## src/rtl/mem_responder.sv

```systemverilog
// MEM-stage responder: accepts a level request from the CPU sequencer, runs one access
// on a 16-bit synchronous RAM port with wait states and byte lanes. Optional MEM_ALIGN_TRAP_EN.
//
// state  | meaning
// IDLE   | no access; a request is accepted and latched here
// ACCESS | RAM strobe held with latched address/lanes/data until count expires and ram_ready
// DONE   | access complete, mem_wait low; waits for en_mem to drop
module mem_responder #(
    parameter int WAIT_CYCLES = 1,
    parameter int ADDR_W      = 16
) (
    input  logic              clk,
    input  logic              rst,
    input  logic              en_mem,
    input  logic              mem_we,
    input  logic              mem_byte,
    input  logic [ADDR_W-1:0] mem_addr,
    input  logic [15:0]       mem_wdata,
    output logic [15:0]       mem_rdata,
    output logic              mem_wait,
    output logic [ADDR_W-2:0] ram_addr,
    output logic [15:0]       ram_wdata,
    output logic [1:0]        ram_be,
    output logic              ram_we,
    output logic              ram_re,
    input  logic [15:0]       ram_rdata,
    input  logic              ram_ready,
    output logic              mem_fault
);

    typedef enum logic [1:0] {
        IDLE   = 2'd0,
        ACCESS = 2'd1,
        DONE   = 2'd2
    } state_t;

    state_t            state_q, state_d;
    logic              we_q, we_d;
    logic              byte_q, byte_d;
    logic [ADDR_W-1:0] addr_q, addr_d;
    logic [15:0]       wdata_q, wdata_d;
    logic [15:0]       rdata_q, rdata_d;
    logic [3:0]        cnt_q, cnt_d;
    logic [7:0]        lane_rdata;
    logic              in_access;

    assign lane_rdata = addr_q[0] ? ram_rdata[15:8] : ram_rdata[7:0];

    always_comb begin
        state_d = state_q;
        we_d    = we_q;
        byte_d  = byte_q;
        addr_d  = addr_q;
        wdata_d = wdata_q;
        rdata_d = rdata_q;
        cnt_d   = cnt_q;
        case (state_q)
            IDLE: begin
                if (en_mem) begin
                    we_d    = mem_we;
                    byte_d  = mem_byte;
                    addr_d  = mem_addr;
                    wdata_d = mem_wdata;
                    cnt_d   = 4'(WAIT_CYCLES);
`ifdef MEM_ALIGN_TRAP_EN
                    if (!mem_byte && mem_addr[0])
                        state_d = DONE;
                    else
`endif
                        state_d = ACCESS;
                end
            end
            ACCESS: begin
                if (cnt_q != 4'd0)
                    cnt_d = cnt_q - 4'd1;
                // completes even if en_mem dropped mid-access
                if (cnt_q == 4'd0 && ram_ready) begin
                    if (!we_q)
                        rdata_d = byte_q ? {8'h00, lane_rdata} : ram_rdata;
                    state_d = DONE;
                end
            end
            DONE: begin
                if (!en_mem)
                    state_d = IDLE;
            end
            default: state_d = IDLE;
        endcase
    end

    always_ff @(posedge clk) begin
        if (rst) begin
            state_q <= IDLE;
            we_q    <= 1'b0;
            byte_q  <= 1'b0;
            addr_q  <= '0;
            wdata_q <= 16'h0000;
            rdata_q <= 16'h0000;
            cnt_q   <= 4'd0;
        end else begin
            state_q <= state_d;
            we_q    <= we_d;
            byte_q  <= byte_d;
            addr_q  <= addr_d;
            wdata_q <= wdata_d;
            rdata_q <= rdata_d;
            cnt_q   <= cnt_d;
        end
    end

`ifdef MEM_ALIGN_TRAP_EN
    logic fault_q, fault_d;

    // one-cycle pulse coincident with the direct IDLE->DONE trap
    always_comb begin
        fault_d = (state_q == IDLE) && en_mem && !mem_byte && mem_addr[0];
    end

    always_ff @(posedge clk) begin
        if (rst)
            fault_q <= 1'b0;
        else
            fault_q <= fault_d;
    end

    assign mem_fault = fault_q;
`else
    assign mem_fault = 1'b0;
`endif

    assign in_access = (state_q == ACCESS);
    assign ram_re    = in_access && !we_q;
    assign ram_we    = in_access && we_q;
    assign ram_be    = !in_access ? 2'b00 :
                       !byte_q    ? 2'b11 :
                       addr_q[0]  ? 2'b10 : 2'b01;
    assign ram_addr  = addr_q[ADDR_W-1:1];
    assign ram_wdata = byte_q ? {2{wdata_q[7:0]}} : wdata_q;
    assign mem_rdata = rdata_q;
    assign mem_wait  = en_mem && (state_q != DONE) && !rst;

endmodule

```

## config.mk

```make
export PLATFORM = sky130hd
export DESIGN_NAME = mem_responder
export DESIGN_NICKNAME = d
export VERILOG_FILES = /design/src/rtl/mem_responder.sv
export SDC_FILE = /design/constraint.sdc
export NUM_CORES = 1
export LEC_CHECK = 0
export ABC_AREA = 1
export CAP_MARGIN = 10
export CORE_ASPECT_RATIO = 0.75
export CORE_MARGIN = 5
export CORE_UTILIZATION = 50
export CTS_BUF_LIST = sky130_fd_sc_hd__clkbuf_16
export DETAILED_ROUTE_END_ITERATION = 16
export DONT_BUFFER_PORTS = 1
export RECOVER_POWER = 50
export SLEW_MARGIN = 20
export SYNTH_ARGS = -nofsm -noshare
export SYNTH_HDL_FRONTEND = slang
export SYNTH_SLANG_ARGS = --single-unit
```

## constraint.sdc

```tcl
create_clock -name clk -period 1.45 [get_ports clk]
set_input_delay 0.2175 -clock clk [delete_from_list [all_inputs] [get_ports clk]]
set_output_delay 0.2175 -clock clk [all_outputs]
set_load 0.02 [all_outputs]
```

==> report_table.html <==
<table>
<tr><th>Metric</th><th>Value</th></tr>
<tr><th colspan="2">Min path</th></tr>
<tr><td>Type of the most critical hold path</td><td>input pin to register</td></tr>
<tr><td>Startpoint of the worst hold path</td><td>mem_wdata[3]</td></tr>
<tr><th colspan="2">STA</th></tr>
<tr><td>Fin. max-slew vios</td><td>0</td></tr>
<tr><td>Final number of setup-violating endpoints</td><td>0</td></tr>
<tr><td>Setup skew after layout</td><td>0.00698 ns</td></tr>
<tr><td>Final period utilization</td><td>0.961</td></tr>
<tr><td>Worst setup slack after layout</td><td>0.0562 ns</td></tr>
<tr><td>Max frequency</td><td>0.717 GHz</td></tr>
<tr><td>Post-route worst hold slack</td><td>0.0874 ns</td></tr>
<tr><td>Final hold vios</td><td>0</td></tr>
<tr><td>Clock period minus final worst setup slack</td><td>1.39 ns</td></tr>
<tr><th colspan="2">Pwr</th></tr>
<tr><td>IR Drop Worst-Case VDD</td><td>0.747 mV</td></tr>
<tr><td>Static power due to leakage</td><td>1.21 nW</td></tr>
<tr><td>Power Density</td><td>1450 nW/µm²</td></tr>
<tr><td>Overall Power</td><td>3.94 mW</td></tr>
<tr><th colspan="2">Layout</th></tr>
<tr><td>Cell Count, Final, Fillers Out</td><td>404</td></tr>
<tr><td>Diodes inserted</td><td>0</td></tr>
<tr><td>Layout cell share with drive strength beyond 1</td><td>0.134</td></tr>
<tr><td>Final net count</td><td>399</td></tr>
<tr><td>Fill count</td><td>497</td></tr>
<tr><td>Layout Utilization</td><td>0.557</td></tr>
<tr><td>Syn-to-layout area delta</td><td>7.87%</td></tr>
<tr><th colspan="2">Critical path</th></tr>
<tr><td>Worst endpoint required time</td><td>1.23 ns</td></tr>
<tr><td>Arrival time reported for the critical path endpoint</td><td>1.18 ns</td></tr>
<tr><td>Dominant delay contributor by cell family on the critical path</td><td>flip-flops</td></tr>
<tr><td>Nature of the critical path endpoint</td><td>output pin</td></tr>
<tr><td>Worst R2R Start</td><td>cnt_q[0]</td></tr>
<tr><td>Max stage delay cell, worst path</td><td>dfxtp_2</td></tr>
<tr><td>Most used cell, CP</td><td>buf_4</td></tr>
<tr><td>Ordered cell list for the critical path</td><td>buf_4, nand2_1, o21ai_0, buf_4</td></tr>
<tr><td>Largest incremental delay on the critical path</td><td>0.38 ns</td></tr>
<tr><td>Largest fanout of any net on the critical path</td><td>12</td></tr>
<tr><td>Startpoint type of the worst setup path</td><td>register</td></tr>
<tr><td>Count of buffer and inverter cells on the critical path</td><td>2</td></tr>
<tr><td>Start-to-end type of the worst setup path</td><td>register to output pin</td></tr>
<tr><td>Launching instance or port of the critical path</td><td>byte_q</td></tr>
<tr><th colspan="2">Route</th></tr>
<tr><td>Remaining antenna violation count</td><td>0</td></tr>
<tr><td>Violation count after the first detailed-route iteration</td><td>76</td></tr>
<tr><td>Detailed-routing iteration count for the pre-antenna-repair pass</td><td>5</td></tr>
<tr><td>WL/cell</td><td>14.5 µm</td></tr>
<tr><td>Routed via count</td><td>2059</td></tr>
<tr><td>Average vias per placed instance</td><td>5.10</td></tr>
<tr><td>DRC violation count after routing</td><td>0</td></tr>
<tr><td>Final wirelength</td><td>5.87 mm</td></tr>
<tr><th colspan="2">Floorplanning</th></tr>
<tr><td>Row count</td><td>22</td></tr>
<tr><td>Die footprint</td><td>6590 µm²</td></tr>
<tr><td>Standard cell core area</td><td>4900 µm²</td></tr>
<tr><td>Vertical die dimension</td><td>71.6 µm</td></tr>
<tr><td>Count of boundary I/O pins</td><td>107</td></tr>
<tr><td>Horizontal die dimension</td><td>92.1 µm</td></tr>
<tr><td>Starting Density</td><td>0.516</td></tr>
<tr><th colspan="2">Global routing</th></tr>
<tr><td>Overall global routing resource usage</td><td>0.167</td></tr>
<tr><td>Global-route congestion overflow total</td><td>0</td></tr>
<tr><td>Largest net degree at the start of global routing</td><td>52</td></tr>
<tr><td>Number of global-route vias before repair</td><td>1789</td></tr>
<tr><td>Antenna violations before repair</td><td>0</td></tr>
<tr><td>Wire length of the first global-routing pass</td><td>8.89 mm</td></tr>
<tr><th colspan="2">Clock network</th></tr>
<tr><td>Root buffer cell</td><td>clkbuf_16</td></tr>
<tr><td>Cts bufs inserted</td><td>5</td></tr>
<tr><td>Maximum root-to-sink buffer count</td><td>2</td></tr>
<tr><td>H-tree Lvls</td><td>2</td></tr>
<tr><td>TritonCTS clock tree</td><td>done</td></tr>
<tr><td>Clk_lat worst skew</td><td>0.29 ns</td></tr>
<tr><td>Clk sink count</td><td>56</td></tr>
<tr><td>Post-CTS clock slew at the launch and capture registers of the worst setup and hold paths</td><td>0.07 ns</td></tr>
<tr><th colspan="2">Logic synthesis</th></tr>
<tr><td>Post-synth ARST share</td><td>0</td></tr>
<tr><td>Library cell with the highest instance count after synthesis</td><td>nor2_1</td></tr>
<tr><td>Synth warnings</td><td>0</td></tr>
<tr><td>Synthesized netlist net count</td><td>409</td></tr>
<tr><td>Synthesized cell area</td><td>2530 µm²</td></tr>
<tr><td>Flip-flop and latch count after synthesis</td><td>56</td></tr>
<tr><td>Count of different cell masters after synthesis</td><td>26</td></tr>
<tr><td>Prevailing post-synth register cell</td><td>dfxtp_1</td></tr>
<tr><td>Cell count after synthesis</td><td>353</td></tr>
<tr><td>Largest cells by area after synthesis</td><td>dfxtp_1 (44%), nor2_1 (14%), o21ai_0 (9.5%)</td></tr>
<tr><td>EDFF count, synth</td><td>0</td></tr>
<tr><td>Register area share after synthesis</td><td>0.443</td></tr>
<tr><td>Synth top cells by count</td><td>nor2_1 (97), dfxtp_1 (56), nand2_1 (52), o21ai_0 (48), buf_4 (25)</td></tr>
<tr><td>Cell taking the most area after synthesis</td><td>dfxtp_1</td></tr>
<tr><td>Yosys top cell area share</td><td>0.443</td></tr>
<tr><td>Post-Syn Area per Cell</td><td>7.16 µm²</td></tr>
<tr><th colspan="2">Place</th></tr>
<tr><td>Buffers added on ports</td><td>0</td></tr>
<tr><td>Post-DP HPWL</td><td>4.23 mm</td></tr>
<tr><td>RD Place Congestion</td><td>0.789</td></tr>
<tr><td>Placed Instances</td><td>390</td></tr>
<tr><td>DP Worst Slack</td><td>0.0785 ns</td></tr>
<tr><th colspan="2">Flow run</th></tr>
<tr><td>Max-cap violations</td><td>0</td></tr>
<tr><th colspan="2">Status</th></tr>
<tr><td>Outcome</td><td>completed</td></tr>
</table>
## through the flow
stage | setup TNS [ns] | instance area [µm²]
floorplan | 0 | 2530
finish | 0 | 2730
global placement | 0 | 2480
detailed placement | 0 | 2480
CTS | 0 | 2690
global route | -0.00221 | 2730
## state kept, by name (all words and copies together) (netlist names)
name,count
cnt_q,4
wdata_q,16
addr_q,16
state_q,2
we_q,1
byte_q,1
mem_rdata,16
## kinds of logic after synthesis
logic type | synth area share
adders and majority gates | 0.00989
other | 0.00148
and+or+nand+nor | 0.282
AOI/OAI and AO/OA | 0.129
buffers and inverters | 0.134
DFF | 0.443
## layout make-up
type,instances,area (µm²),area share
Clock inverter,3,47.5,0.0174
Tap cell,60,75.1,0.0275
Multi-Input combinational cell,239,1090,0.401
Clock buffer,5,125,0.0459
Inverter,17,67.6,0.0248
Timing Repair Buffer,24,195,0.0716
Sequential cell,56,1120,0.412
## final timing paths
| kind | cells after the start | to | slack [ns] |
|---|---|---|---|
| worst max-delay path | 4 | ram_wdata[11] | 0.06 |
| worst min-delay path | 2 | wdata_q[3] | 0.09 |
| worst max register to register | 6 | mem_rdata[4] | 0.10 |
| worst min register to register | 2 | wdata_q[11] | 0.45 |
## where the power goes
part / switching [mW] / leakage (nW) / internal, mW
Combinational: 0.444 / 0.661 / 0.243
Clock: 0.546 / 0.0840 / 0.821
Sequential: 0.206 / 0.462 / 1.68
Total: 1.20 / 1.21 / 2.75
## placed cells by master, fill, tap and decap left out, types with 2 or more instances in the layout
master,count
inv_2,2
buf_12,2
o21ai_1,5
nor3_1,6
clkbuf_2,2
clkbuf_1,2
nor2_1,97
dfxtp_1,54
inv_1,14
nand3_1,8
buf_4,16
clkinv_4,2
clkbuf_16,5
a21oi_1,8
o21ai_0,48
nand2_1,51
nor2_4,2
dfxtp_2,2
## routing by layer
layer  vias to the layer above  wire length (µm)  GRT usage
met3                         4               586     0.0735
met2                        70              2550      0.245
li1                       1072                 -          -
met5                         -                 0          0
met1                       913              2700      0.228
met4                         0                36     0.0395
## repair_timing
item,in CTS,in global routing
resized for setup,5,4
endpoints found under the hold margin,3,0
buffers inserted,3,2
hold buffers,1,0
cloned,0,1
pin swaps,0,2
endpoints found under the setup margin,7,16
## worst register-to-register path: stages, from the launching register on
cell and delay, ns:
dfxtp_1 0.32, inv_1 0.10, ha_2 0.23, nand3_4 0.14, buf_4 0.20, nor3_1 0.20, nor2_1 0.07
Note: power is estimated with default switching activity, not from simulation.
